## config.mk

```make
export PLATFORM = sky130hd
export DESIGN_NAME = vram_scanout
export DESIGN_NICKNAME = d
export VERILOG_FILES = /design/src/rtl/vram_scanout.sv
export SDC_FILE = /design/constraint.sdc
export NUM_CORES = 1
export LEC_CHECK = 0
export BUFFER_PORTS_ARGS = -buffer_cell sky130_fd_sc_hd__buf_4
export CAP_MARGIN = 20
export CORE_MARGIN = 2
export CORE_UTILIZATION = 35
export DETAILED_ROUTE_END_ITERATION = 12
export GPL_TIMING_DRIVEN = 0
export PLACE_DENSITY = 0.57
export SYNTH_ARGS = -nofsm -noshare
export SYNTH_HDL_FRONTEND = slang
export SYNTH_SLANG_ARGS = --single-unit
```

## constraint.sdc

```tcl
create_clock -name clk -period 7.2 [get_ports clk]
set_input_delay 0 -clock clk [delete_from_list [all_inputs] [get_ports clk]]
set_output_delay 0 -clock clk [all_outputs]
set_load 0.02 [all_outputs]
```

## src/rtl/vram_scanout.sv

```systemverilog
// rtl/vram_scanout.sv - VRAM port-B prefetcher, 1-bpp serialiser and raster timing generator
module vram_scanout #(
    parameter int          H_ACTIVE  = 768,
    parameter int          H_FP      = 16,
    parameter int          H_SYNC    = 64,
    parameter int          H_BP      = 80,
    parameter int          V_ACTIVE  = 896,
    parameter int          V_FP      = 2,
    parameter int          V_SYNC    = 4,
    parameter int          V_BP      = 26,
    parameter logic [14:0] BASE_ADDR = 15'd0
) (
    input  logic        clk,
    input  logic        reset_n,
    input  logic        pix_ce,
    input  logic        enable,
    input  logic        invert,
    output logic [14:0] vram_addr,
    output logic        vram_rden,
    input  logic [31:0] vram_q,
    output logic        video,
    output logic        hsync,
    output logic        vsync,
    output logic        blank,
    output logic        frame_start,
    output logic        underrun
);

    localparam int H_TOTAL = H_ACTIVE + H_FP + H_SYNC + H_BP;
    localparam int V_TOTAL = V_ACTIVE + V_FP + V_SYNC + V_BP;
    localparam int HW      = $clog2(H_TOTAL + 1);
    localparam int VW      = $clog2(V_TOTAL + 1);
    localparam int WPL     = H_ACTIVE / 32;
    localparam int PW      = $clog2(WPL + 1);

    localparam logic [HW-1:0] H_LAST  = HW'(H_TOTAL - 1);
    localparam logic [HW-1:0] H_ACT   = HW'(H_ACTIVE);
    localparam logic [HW-1:0] HS_BEG  = HW'(H_ACTIVE + H_FP);
    localparam logic [HW-1:0] HS_END  = HW'(H_ACTIVE + H_FP + H_SYNC);
    localparam logic [VW-1:0] V_LAST  = VW'(V_TOTAL - 1);
    localparam logic [VW-1:0] V_ACT   = VW'(V_ACTIVE);
    localparam logic [VW-1:0] VS_BEG  = VW'(V_ACTIVE + V_FP);
    localparam logic [VW-1:0] VS_END  = VW'(V_ACTIVE + V_FP + V_SYNC);
    localparam logic [VW-1:0] V_ARM_MAX = VW'(V_ACTIVE - 2);

    typedef enum logic [1:0] {IDLE, REQ, CAPT} state_t;

    state_t          state, state_n;
    logic [HW-1:0]   hcnt;
    logic [VW-1:0]   vcnt;
    logic [31:0]     buf0, buf1, shift, word;
    logic [1:0]      count;
    logic [PW-1:0]   pending;
    logic            fetch_ok, armed;
    logic            active, hs_on, vs_on, vsync_start, rearm, flush;
    logic            ld, have, push, pop, start;

    assign active      = (hcnt < H_ACT) && (vcnt < V_ACT);
    assign hs_on       = (hcnt >= HS_BEG) && (hcnt < HS_END);
    assign vs_on       = (vcnt >= VS_BEG) && (vcnt < VS_END);
    assign vsync_start = pix_ce && (hcnt == '0) && (vcnt == VS_BEG);
    assign rearm       = pix_ce && (hcnt == H_ACT) && ((vcnt == V_LAST) || (vcnt <= V_ARM_MAX));
    assign flush       = !enable || vsync_start;

    // A load from an empty (or flushed) buffer feeds zeros into the serialiser.
    assign ld    = pix_ce && active && (hcnt[4:0] == 5'd0);
    assign have  = armed && enable && (count != 2'd0);
    assign word  = have ? buf0 : '0;
    assign pop   = ld && have;
    assign push  = (state == CAPT) && !flush;
    assign start = (state == IDLE) && (state_n == REQ);

    always_comb begin
        state_n = state;
        case (state)
            IDLE: if (enable && fetch_ok && !vsync_start && (pending != '0) && (count != 2'd2))
                      state_n = REQ;
            REQ:  state_n = CAPT;
            CAPT: state_n = IDLE;
            default: state_n = IDLE;
        endcase
        if (flush) state_n = IDLE;
    end

    always_ff @(posedge clk or negedge reset_n) begin
        if (!reset_n) begin
            hcnt <= '0;
            vcnt <= '0;
        end else if (pix_ce) begin
            if (hcnt == H_LAST) begin
                hcnt <= '0;
                vcnt <= (vcnt == V_LAST) ? '0 : vcnt + VW'(1);
            end else begin
                hcnt <= hcnt + HW'(1);
            end
        end
    end

    always_ff @(posedge clk or negedge reset_n) begin
        if (!reset_n) begin
            state     <= IDLE;
            vram_rden <= 1'b0;
            vram_addr <= BASE_ADDR;
            pending   <= '0;
            fetch_ok  <= 1'b0;
            armed     <= 1'b0;
        end else begin
            state     <= state_n;
            vram_rden <= (state_n == REQ);
            if (vsync_start)
                vram_addr <= BASE_ADDR;
            else if (state == REQ)
                vram_addr <= vram_addr + 15'd1;
            if (flush)
                pending <= '0;
            else if (rearm)
                pending <= start ? PW'(WPL - 1) : PW'(WPL);
            else if (start)
                pending <= pending - PW'(1);
            // Fetching only restarts from a known address, i.e. at vsync.
            if (vsync_start)
                fetch_ok <= enable;
            else if (!enable)
                fetch_ok <= 1'b0;
            if (vsync_start && enable)
                armed <= 1'b1;
        end
    end

    always_ff @(posedge clk or negedge reset_n) begin
        if (!reset_n) begin
            buf0  <= '0;
            buf1  <= '0;
            count <= 2'd0;
        end else if (flush) begin
            count <= 2'd0;
        end else begin
            case ({push, pop})
                2'b10: begin
                    if (count == 2'd0) buf0 <= vram_q;
                    else               buf1 <= vram_q;
                    count <= count + 2'd1;
                end
                2'b01: begin
                    buf0  <= buf1;
                    count <= count - 2'd1;
                end
                2'b11: begin
                    if (count == 2'd1) begin
                        buf0 <= vram_q;
                    end else begin
                        buf0 <= buf1;
                        buf1 <= vram_q;
                    end
                end
                default: ;
            endcase
        end
    end

    always_ff @(posedge clk or negedge reset_n) begin
        if (!reset_n) begin
            shift       <= '0;
            video       <= 1'b0;
            blank       <= 1'b1;
            hsync       <= 1'b1;
            vsync       <= 1'b1;
            frame_start <= 1'b0;
            underrun    <= 1'b0;
        end else begin
            frame_start <= pix_ce && (hcnt == '0) && (vcnt == '0);
            if (ld && armed && enable && (count == 2'd0))
                underrun <= 1'b1;
            if (pix_ce) begin
                if (active)
                    shift <= ld ? {1'b0, word[31:1]} : {1'b0, shift[31:1]};
                video <= enable && active && ((ld ? word[0] : shift[0]) ^ invert);
                blank <= !(enable && active);
                hsync <= !(enable && hs_on);
                vsync <= !(enable && vs_on);
            end
        end
    end

endmodule
```

==> results.ini <==
[clocking]
clock_latency_ns = 0.42
htree_num_levels = 4
clockRootBuffer = clkbuf_16
cts_tree = built
cts.path.max_buffers = 2
clk_pin_slew_ns = 0.06
cts_made_buffers = 17
clock-sinks = 148

[floorplan]
dieArea_sq_mm = 0.0207
die_height_um = 144
initial_core_util = 0.354
die_width_um = 144
core_sq_mm = 0.0193
pin_count = 59
rows = 51

[synth]
synth_cell_types = 54
avgSynthCellArea_sq_um = 10.6
synth_nets = 696
synth_edf_count = 0
syn_inst = 649
synth-main-ff-cell = dfrtp_1
synth_area_sq_mm = 0.00685
async_flop_share = 1.00
yosysSeqAreaShare = 0.541
synth-seq-cells = 148
yosysWarnings = 0

[place]
hpwlAfterDp_um = 10900
routabilityCongestion = 0.867
dpl-instance-area_sq_mm = 0.00764
io_buffers = 56

[power]
powerDensity_mw_per_mm2 = 232
max-vdd-ir-drop_mv = 0.155
p_leak_nw = 3.93

[critical_path]
r2r_slack_ns = 3.92
worstPathCellList = inv_1 -> ha_1 -> or4b_1 -> clkbuf_1 -> or4_1 -> buf_2 -> o21ai_4 -> a2111o_2 -> buf_6 -> mux2_1
critPathKind = reg2reg
cpPeakStageDelay_ns = 0.55
path_max_fanout = 10
cp-start-kind = flop
crit_arrival_ns = 3.58
cp.buffers_inverters = 4
startpoint = hcnt[0]
rr_startpoint = hcnt[0]
path_delay_family = simple AND/OR/NAND/NOR gates
crit_path_end = buf1[20]
critPathRequiredTime_ns = 7.50
r2r_cells = 10
cp_num_cells = 10
critPathCaptureType = flop
worstReg2RegEnd = buf1[20]
slowest_stage = or4_1

[sta]
rsz0062_at_grt = no
slew_viol_final = 0
slew_headroom = 0.348
finClkSkew_ns = 0.0157
setup_viol = 0
min_period_ns = 3.28
finalCritPeriodShare = 0.455
tightest_slew_ns = 0.970
timing.fmax_mhz = 305
hold_violations = 0
tns_ns = 0

[detailed_routing]
post_drt_via_cell_ratio = 5.12
drtIter0Drc = 382
first_pass_iters = 5
wl_per_cell_um = 15.2
ant_nets = 0
finalWirelength_um = 15800
vias = 5304
drc = 0

[run_status]
outcome = complete, no violations

[final_layout]
finalInstanceArea_sq_mm = 0.00855
syn_to_final_growth_pct = 24.8
layout-drive-gt1-share = 0.137
fin_nets = 806
antenna_cells = 0

[global_routing]
grt_overflow = 0
antenna_found_initial = 0
grt_pass1_wl_um = 26100
grt_pass1_vias = 5204
grt_max_degree = 103
groute.usage.overall = 0.161

[run]
cap_viol_max_count = 0

[worst_hold_path]
min_path_type = in2reg

## cells in the mapped netlist (4+ instances only)
library cell	n	area, sq um
nand3_1	10	50.1
nor4_1	8	50.1
o31ai_1	13	97.6
or3_1	4	25.0
and4_1	4	35.0
nand4_1	9	56.3
and3_1	8	50.1
clkbuf_1	29	109
o21ai_0	61	305
xor2_1	12	105
or4_1	4	30.0
nor3_1	6	30.0
dfrtp_1	145	3630
nor2b_1	5	31.3
a21oi_1	23	115
inv_1	13	48.8
nand2b_1	6	37.5
nor2_1	38	143
buf_2	7	35.0
a31oi_1	4	25.0
a21o_1	5	37.5
ha_1	10	125
nand2_1	80	300
xnor2_1	16	140
a22oi_1	36	270
mux2_1	30	338
mux2i_1	19	190
## worst min-delay path by stage
| stage | slack, ns | cells past startpoint | start | to |
|---|---|---|---|---|
| after floorplan | -0.30 | 0 | reset_n | armed |
| after global placement | 0.23 | 2 | vram_q[2] | buf1[2] |
| after detailed placement | -0.02 | 1 | reset_n | hcnt[7] |
| after CTS | 0.07 | 2 | enable | fetch_ok |
| after global routing | 0.08 | 2 | enable | fetch_ok |
| final | 0.06 | 2 | enable | fetch_ok |
## final cells by class
class / count / area (sq um)
plain buffers: 42 / 189
clock buffers: 24 / 482
clock inverters: 7 / 96.3
fillers: 1804 / 10800
inverters: 13 / 48.8
multi-input cells: 446 / 2910
flip-flops and latches: 148 / 3710
well taps: 265 / 332
repair buffers: 91 / 792
## cell usage in the layout (no fill, tap or decap), drive strengths merged, types with 13 or more instances in the layout
master and count:
inv 14, dfrtp 145, mux2i 19, xnor2 16, nor2 38, a22oi 36
dlygate4sd3 34, buf 70, nand2 80, o31ai 13, o21ai 64, mux2 32
clkbuf 53, a21oi 23
## worst register-to-register path: stages (launching register included)
cell,delay [ns]
dfrtp_1,0.42
inv_1,0.08
ha_1,0.16
or4b_1,0.43
clkbuf_1,0.18
or4_1,0.55
buf_2,0.19
o21ai_4,0.33
a2111o_2,0.27
buf_6,0.21
mux2_1,0.35
## metal layers
metal	part of all wire	GRT usage	up-vias
met5	0	0	-
met4	0.015	0.0537	0
met3	0.042	0.0373	23
met2	0.47	0.252	128
met1	0.47	0.221	2607
li1	-	-	2546
## metrics by stage
| step | utilization | setup WS [ns] | cells | power [mW] | hold WS, ns |
|---|---|---|---|---|---|
| floorplan | - | 4.36 | 649 | 1.02 | -0.296 |
| finish | 0.442 | 3.92 | 1036 | 1.98 | 0.0633 |
| CTS | 0.442 | 3.89 | 1036 | 2.00 | 0.0691 |
| global placement | 0.393 | 3.92 | 970 | 1.10 | 0.226 |
| global route | 0.442 | 3.60 | 1036 | 2.07 | 0.0831 |
| detailed placement | 0.395 | 3.90 | 971 | 1.11 | -0.0242 |
## flip-flops by register name, indices dropped and copies added (netlist names)
| name | cells |
|---|---|
| buf0 | 32 |
| buf1 | 32 |
| shift | 31 |
| vram_addr | 15 |
| hcnt | 10 |
| vcnt | 10 |
| pending | 5 |
| count | 2 |
| state | 2 |
| armed | 1 |
| blank | 1 |
| fetch_ok | 1 |
| frame_start | 1 |
| hsync | 1 |
| underrun | 1 |
| video | 1 |
| vram_rden | 1 |
| vsync | 1 |
## timing repair
item / CTS / global route
hold endpoints to repair: 111 / 0
hold buffers: 34 / 0
gates resized for setup: 0 / 0
buffers inserted: 0 / 0
## report_power, final
part / total (mW) / internal [mW] / switching (mW)
logic: 0.200 / 0.0862 / 0.114
registers: 0.906 / 0.871 / 0.0352
clock network: 0.875 / 0.537 / 0.339
total: 1.98 / 1.49 / 0.488
## cell families (layout without fill, tap and decap cells)
logic type,Yosys count,in the layout,synth area share
AOI/OAI and AO/OA,162,162,0.151
DFF,148,148,0.541
adders and majority gates,10,10,0.0183
muxes,51,51,0.0803
xor gates and xnor gates,28,28,0.0358
and+or+nand+nor,195,195,0.139
buffers and inverters,55,177,0.0347
No activity file was read; power rests on OpenSTA's default activity.
